==> config.mk <==
export PLATFORM = sky130hd
export DESIGN_NAME = toggle_line_decoder
export DESIGN_NICKNAME = d
export VERILOG_FILES = /design/src/rtl/toggle_line_pkg.sv /design/src/rtl/toggle_line_out_reg.sv /design/src/rtl/toggle_line_decoder.sv
export SDC_FILE = /design/constraint.sdc
export NUM_CORES = 1
export LEC_CHECK = 0
export ABC_AREA = 0
export CORE_UTILIZATION = 54
export CTS_CLUSTER_SIZE = 16
export DETAILED_ROUTE_END_ITERATION = 6
export GPL_TIMING_DRIVEN = 0
export HOLD_SLACK_MARGIN = 0.05
export PLACE_DENSITY = 0.9
export SYNTH_ARGS = -nofsm -noshare
export SYNTH_HDL_FRONTEND = slang
export SYNTH_SLANG_ARGS = --single-unit
export TNS_END_PERCENT = 100
==> constraint.sdc <==
create_clock -name clk -period 2.5 [get_ports clk]
set_input_delay 0.5 -clock clk [delete_from_list [all_inputs] [get_ports clk]]
set_output_delay 0.5 -clock clk [all_outputs]
set_load 0.05 [all_outputs]
==> src/rtl/toggle_line_pkg.sv <==
// ---------------------------------------------------------------------------
// toggle_line_pkg
// Shared types and constants for the toggle line decoder.
//   line_state_t : tracked line level (Blue = 0, Red = 1)
//   SYM_BLUE/RED : legal level symbols on the link
//   ctrl_state_t : control FSM states (PARITY used only when
//                  TOGGLE_DEC_PARITY_EN is defined)
// ---------------------------------------------------------------------------
package toggle_line_pkg;

    typedef enum logic {Blue = 1'h0, Red = 1'h1} line_state_t;

    localparam logic [1:0] SYM_BLUE = 2'h1;
    localparam logic [1:0] SYM_RED  = 2'h2;

    typedef enum logic [1:0] {
        HUNT   = 2'h0,
        SHIFT  = 2'h1,
        PARITY = 2'h2
    } ctrl_state_t;

    // Only the two level symbols are legal; 2'h0 and 2'h3 are line errors.
    function automatic logic sym_is_legal(input logic [1:0] s);
        return (s == SYM_BLUE) || (s == SYM_RED);
    endfunction

    function automatic line_state_t sym_level(input logic [1:0] s);
        return (s == SYM_RED) ? Red : Blue;
    endfunction

endpackage

==> src/rtl/toggle_line_out_reg.sv <==
// ---------------------------------------------------------------------------
// toggle_line_out_reg
// One-entry valid/ready holding register for decoded words.
//   clk, rst      : clock, asynchronous active-high reset
//   load          : a completed word is offered this cycle
//   load_data     : the offered word
//   ready         : consumer accepts when valid & ready
//   ovf_clr       : clears the sticky overflow flag
//   data, valid   : held word towards the consumer
//   overflow      : sticky, a completed word was dropped
//   drop          : combinational, the offered word is being dropped now
// ---------------------------------------------------------------------------
module toggle_line_out_reg #(
    parameter int DATA_WIDTH = 8
) (
    input  logic                  clk,
    input  logic                  rst,
    input  logic                  load,
    input  logic [DATA_WIDTH-1:0] load_data,
    input  logic                  ready,
    input  logic                  ovf_clr,
    output logic [DATA_WIDTH-1:0] data,
    output logic                  valid,
    output logic                  overflow,
    output logic                  drop
);

    logic accept;

    assign accept = valid && ready;
    // A word completing while the held one is not leaving is lost; the
    // held word has priority so the consumer never sees data change early.
    assign drop   = load && valid && !ready;

    always_ff @(posedge clk or posedge rst) begin
        if (rst) begin
            data     <= '0;
            valid    <= 1'b0;
            overflow <= 1'b0;
        end else begin
            if (load && !drop) begin
                data  <= load_data;
                valid <= 1'b1;
            end else if (accept) begin
                valid <= 1'b0;
            end
            // A new drop wins over a simultaneous clear.
            if (drop) begin
                overflow <= 1'b1;
            end else if (ovf_clr) begin
                overflow <= 1'b0;
            end
        end
    end

endmodule

==> src/rtl/toggle_line_decoder.sv <==
// ---------------------------------------------------------------------------
// toggle_line_decoder
// Receive side of the Blue/Red toggle line code. Tracks the line level,
// decodes each symbol into a bit (1 = level changed), frames a start bit
// followed by DATA_WIDTH data bits LSB first, and hands whole words to a
// valid/ready consumer.
//   clk, rst     : clock, asynchronous active-high reset
//   sym_valid    : sym is sampled this cycle
//   sym          : 2'h1 Blue, 2'h2 Red, others illegal
//   word_data    : assembled word, bit 0 = first data bit
//   word_valid   : word_data held for the consumer
//   word_ready   : consumer accept
//   line_level   : tracked level, 0 = Blue, 1 = Red
//   sym_err      : one-cycle pulse after an illegal symbol
//   overflow     : sticky, a completed word was dropped
//   ovf_clr      : clears overflow
//   par_err      : parity error pulse
// Build option: define TOGGLE_DEC_PARITY_EN to add an even-parity symbol
// after the data bits; otherwise par_err is tied to 0.
// ---------------------------------------------------------------------------
module toggle_line_decoder
    import toggle_line_pkg::*;
#(
    parameter int DATA_WIDTH = 8
) (
    input  logic                  clk,
    input  logic                  rst,
    input  logic                  sym_valid,
    input  logic [1:0]            sym,
    output logic [DATA_WIDTH-1:0] word_data,
    output logic                  word_valid,
    input  logic                  word_ready,
    output logic                  line_level,
    output logic                  sym_err,
    output logic                  overflow,
    input  logic                  ovf_clr,
    output logic                  par_err
);

    localparam int CW = (DATA_WIDTH > 1) ? $clog2(DATA_WIDTH) : 1;
    localparam logic [CW-1:0] LAST_BIT = CW'(DATA_WIDTH - 1);

    line_state_t           line_level_reg;
    ctrl_state_t           state_reg, state_next;
    logic [CW-1:0]         cnt_reg, cnt_next;
    logic [DATA_WIDTH-1:0] shreg_reg, shreg_next;
    logic                  sym_err_reg;
    logic                  legal;
    logic                  dbit;
    logic                  shift_en;
    logic                  complete;
    logic [DATA_WIDTH-1:0] complete_data;
    logic                  drop;

    assign legal = sym_is_legal(sym);
    assign dbit  = (sym_level(sym) != line_level_reg);

    // Each data bit lands at the position selected by the bit counter.
    generate
        for (genvar gi = 0; gi < DATA_WIDTH; gi++) begin : g_shift
            assign shreg_next[gi] = (shift_en && (cnt_reg == CW'(gi))) ? dbit : shreg_reg[gi];
        end
    endgenerate

`ifdef TOGGLE_DEC_PARITY_EN
    logic par_bad;
    logic par_err_reg;
    // Data is complete in the register by the time the parity symbol arrives.
    assign complete_data = shreg_reg;
    assign par_err       = par_err_reg;
`else
    // Last data bit is merged on the fly so the word loads on its own edge.
    assign complete_data = shreg_next;
    assign par_err       = 1'b0;
`endif

    always_comb begin
        state_next = state_reg;
        cnt_next   = cnt_reg;
        shift_en   = 1'b0;
        complete   = 1'b0;
`ifdef TOGGLE_DEC_PARITY_EN
        par_bad    = 1'b0;
`endif
        if (sym_valid) begin
            if (!legal) begin
                // Abort any frame in progress; resynchronise on next start bit.
                state_next = HUNT;
                cnt_next   = '0;
            end else begin
                case (state_reg)
                    HUNT: begin
                        if (dbit) begin
                            state_next = SHIFT;
                            cnt_next   = '0;
                        end
                    end
                    SHIFT: begin
                        shift_en = 1'b1;
                        if (cnt_reg == LAST_BIT) begin
                            cnt_next = '0;
`ifdef TOGGLE_DEC_PARITY_EN
                            state_next = PARITY;
`else
                            state_next = HUNT;
                            complete   = 1'b1;
`endif
                        end else begin
                            cnt_next = cnt_reg + 1'b1;
                        end
                    end
`ifdef TOGGLE_DEC_PARITY_EN
                    PARITY: begin
                        state_next = HUNT;
                        // Even parity over data plus parity bit.
                        if ((^shreg_reg) == dbit) begin
                            complete = 1'b1;
                        end else begin
                            par_bad = 1'b1;
                        end
                    end
`endif
                    default: begin
                        state_next = HUNT;
                        cnt_next   = '0;
                    end
                endcase
            end
        end
    end

    always_ff @(posedge clk or posedge rst) begin
        if (rst) begin
            line_level_reg <= Red;
            state_reg      <= HUNT;
            cnt_reg        <= '0;
            shreg_reg      <= '0;
            sym_err_reg    <= 1'b0;
        end else begin
            state_reg   <= state_next;
            cnt_reg     <= cnt_next;
            shreg_reg   <= shreg_next;
            sym_err_reg <= sym_valid && !legal;
            if (sym_valid && legal) begin
                line_level_reg <= sym_level(sym);
            end
        end
    end

`ifdef TOGGLE_DEC_PARITY_EN
    always_ff @(posedge clk or posedge rst) begin
        if (rst) begin
            par_err_reg <= 1'b0;
        end else begin
            par_err_reg <= par_bad;
        end
    end
`endif

    assign line_level = line_level_reg;
    assign sym_err    = sym_err_reg;

    toggle_line_out_reg #(
        .DATA_WIDTH (DATA_WIDTH)
    ) u_out_reg (
        .clk       (clk),
        .rst       (rst),
        .load      (complete),
        .load_data (complete_data),
        .ready     (word_ready),
        .ovf_clr   (ovf_clr),
        .data      (word_data),
        .valid     (word_valid),
        .overflow  (overflow),
        .drop      (drop)
    );

    // drop is already reflected in overflow; kept as a visible debug net.
    logic drop_unused;
    assign drop_unused = drop;

endmodule

==> flow_summary.ini, run 1 <==
[outcome]
status = completed

[logic_synthesis]
synth_top_area_frac = 0.499
synth_area_um2 = 1100
synth_most_common_cell = dfrtp_1
synth_edf_count = 0
syn-num-nets = 114
yosysSeqAreaShare = 0.523
synth_area_leaders = dfrtp_1, ha_1, o31ai_1
synthesis.instances = 100
synth_commonest_cells = dfrtp_1, inv_1, nor2_1, o31ai_1
synth_flop_cell = dfrtp_1
synth_seq_cells = 23
ys_types = 28
synth.largest_area_cell = dfrtp_1
yosys_warnings = 0
synthArstFlopShare = 1.00
syn_avg_cell_area_um2 = 11.0

[sta]
rsz0062_at_grt = false
fin_crit_sh = 0.884
drv_slew = 0
max-slew-margin-rel = 0.425
finClkSkew_ns = 0.0112
setup_violations = 0
fin_crit_ns = 2.21
hold_viol = 0
worst_slew_pin_slew_ns = 0.861
clock.fmax_ghz = 0.452
final.setup.worst_slack_ns = 0.289
fin_tns_setup_ns = 0

[layout]
final_core_util = 0.737
antenna-diode-count = 0
layout.nets = 137
largest_reg_flops = 8
num-fill-cells = 130
layout-drive-gt1-share = 0.0820
area_growth_pct = 21.7
multi_input_area_um2 = 477
fin_area_um2 = 1340
regArea_um2 = 577

[critical_path]
critPathSlowestCell = clkdlybuf4s50_1
critPathRequiredTime_ns = 2.00
path_buf_inv = 1
start_kind = register
path_max_fanout = 4
worstSetupPathType = register to output pin
crit_family = buffers and inverters
arrival_ns = 1.71
path_cells = clkdlybuf4s50_1
crit_path_end_kind = output pin
max_stage_delay_ns = 0.81

[power]
p_leak_uw = 0.000660
vdd_drop_max_v = 0.000483
p_per_area_nw_per_um2 = 606

[placed_design]
dp_slack_ns = 0.179
detailedPlacementHpwl_um = 1690
dpl_cell_area_um2 = 1310
io_buffers = 18
routabilityCongestion = 0.804

[global_routing]
grt_pass1_wl_um = 3630
antenna_found_initial = 0
grt_pass1_vias = 828
grt_max_degree = 24
grt_overflow = 0
grtUsageTotal = 0.242

[drt]
drtIter0Drc = 20
drc = 0
wl_um = 2310
drt_first_pass_iters = 5
antenna_left = 0
vias = 868
vias_per_cell = 5.90
avgRoutedWirePerCell_um = 15.7

[clock_tree]
post_cts_buffers = 0
cts_resized = 0
tritoncts = yes
insertion_delay_ns = 0.32
hold_buffers = 0
cts_buffers = 3
clock-sinks = 23
clockBufferDepth = 2
htree_levels = 1
clock-root-buffer = clkbuf_4
clk_pin_slew_ns = 0.13

[die]
start_util = 0.605
core_area_um2 = 1820
fp.dieH_um = 47.2
ioPinCount = 20
die-area_um2 = 2230
die_x_um = 47.2
num_rows = 15

[run]
drv_cap = 0

[worst_hold_path]
hold_class = register to register
==> report_power, final <==
group          leakage [uW]  total, uW  switching, uW  internal (uW)
registers          0.000309        447           31.7            416
clock network     0.0000177        176            116           60.0
logic              0.000333        189            116           73.1
==> layout make-up <==
class / count / area share
Timing Repair Buffer: 18 / 0.134
Inverter: 8 / 0.0224
Tap cell: 25 / 0.0233
Sequential cell: 23 / 0.430
Buffer: 3 / 0.0140
Multi-Input combinational cell: 66 / 0.355
Clock inverter: 1 / 0.00373
Clock buffer: 3 / 0.0168
==> logic make-up after synthesis <==
| kind of cell | after synthesis | share of synthesized area |
|---|---|---|
| xor+xnor | 2 | 0.0159 |
| mux | 2 | 0.0238 |
| buf+inv | 11 | 0.0443 |
| compound gates | 28 | 0.159 |
| fa+ha+maj | 7 | 0.0795 |
| flops | 23 | 0.523 |
| other cells | 1 | 0.00340 |
| simple gates | 26 | 0.151 |
==> metrics by stage <==
stage	total power, uW	instances	hold WS (ns)
final	812	147	0.514
after global routing	849	147	0.529
after CTS	805	147	0.513
after detailed placement	639	143	0.483
after global placement	619	143	0.469
after floorplan	576	100	0.450
==> per-layer routing <==
| metal | routed length [um] | vias up | GRT usage |
|---|---|---|---|
| li1 | - | 397 | - |
| met1 | 978 | 419 | 0.297 |
| met2 | 1130 | 42 | 0.414 |
| met3 | 146 | 10 | 0.0346 |
| met4 | 55 | 0 | 0.126 |
| met5 | 0 | - | 0 |
==> cells in the final DEF (no fill, tap or decap) <==
cell,n
and4bb_1,1
nand2_1,1
inv_1,8
xnor2_1,1
clkdlybuf4s50_1,18
and3b_1,1
ha_1,7
nor2_1,8
o31ai_1,8
and2_1,1
nand2b_1,1
a21oi_1,7
nand4b_1,1
conb_1,1
a22o_1,3
dfstp_2,1
buf_4,2
and3_1,7
mux2_4,1
dfrtp_1,22
and4b_1,1
xor2_1,1
mux2_2,1
a31oi_1,1
clkbuf_4,3
o22ai_1,2
nor2b_1,3
nand3_4,1
o21ai_0,7
clkbuf_1,1
clkinv_2,1
==> path summary, 6_finish.rpt <==
check,cells past startpoint,to,from,slack (ns)
worst max-delay path,1,line_level,line_level$_DFFE_PP1P_,0.29
worst min-delay path,2,shreg_reg[2]$_DFF_PP0_,shreg_reg[2]$_DFF_PP0_,0.51
worst max register to register,6,u_out_reg.data[6]$_DFFE_PP0P_,cnt_reg[0]$_DFFE_PP0P_,0.70
worst min register to register,2,shreg_reg[2]$_DFF_PP0_,shreg_reg[2]$_DFF_PP0_,0.51
max in group asynchronous,2,state_reg[0]$_DFFE_PP0P_,rst,1.33
min in group asynchronous,2,u_out_reg.overflow$_DFFE_PP0P_,rst,0.64
No activity file was read; power rests on OpenSTA's default activity.
==> run 2: changes to the inputs <==
Settings changed: SLEW_MARGIN set to 20.
==> results of run 2 <==
The final DEF is identical to that of run 1; final timing and power are the same.
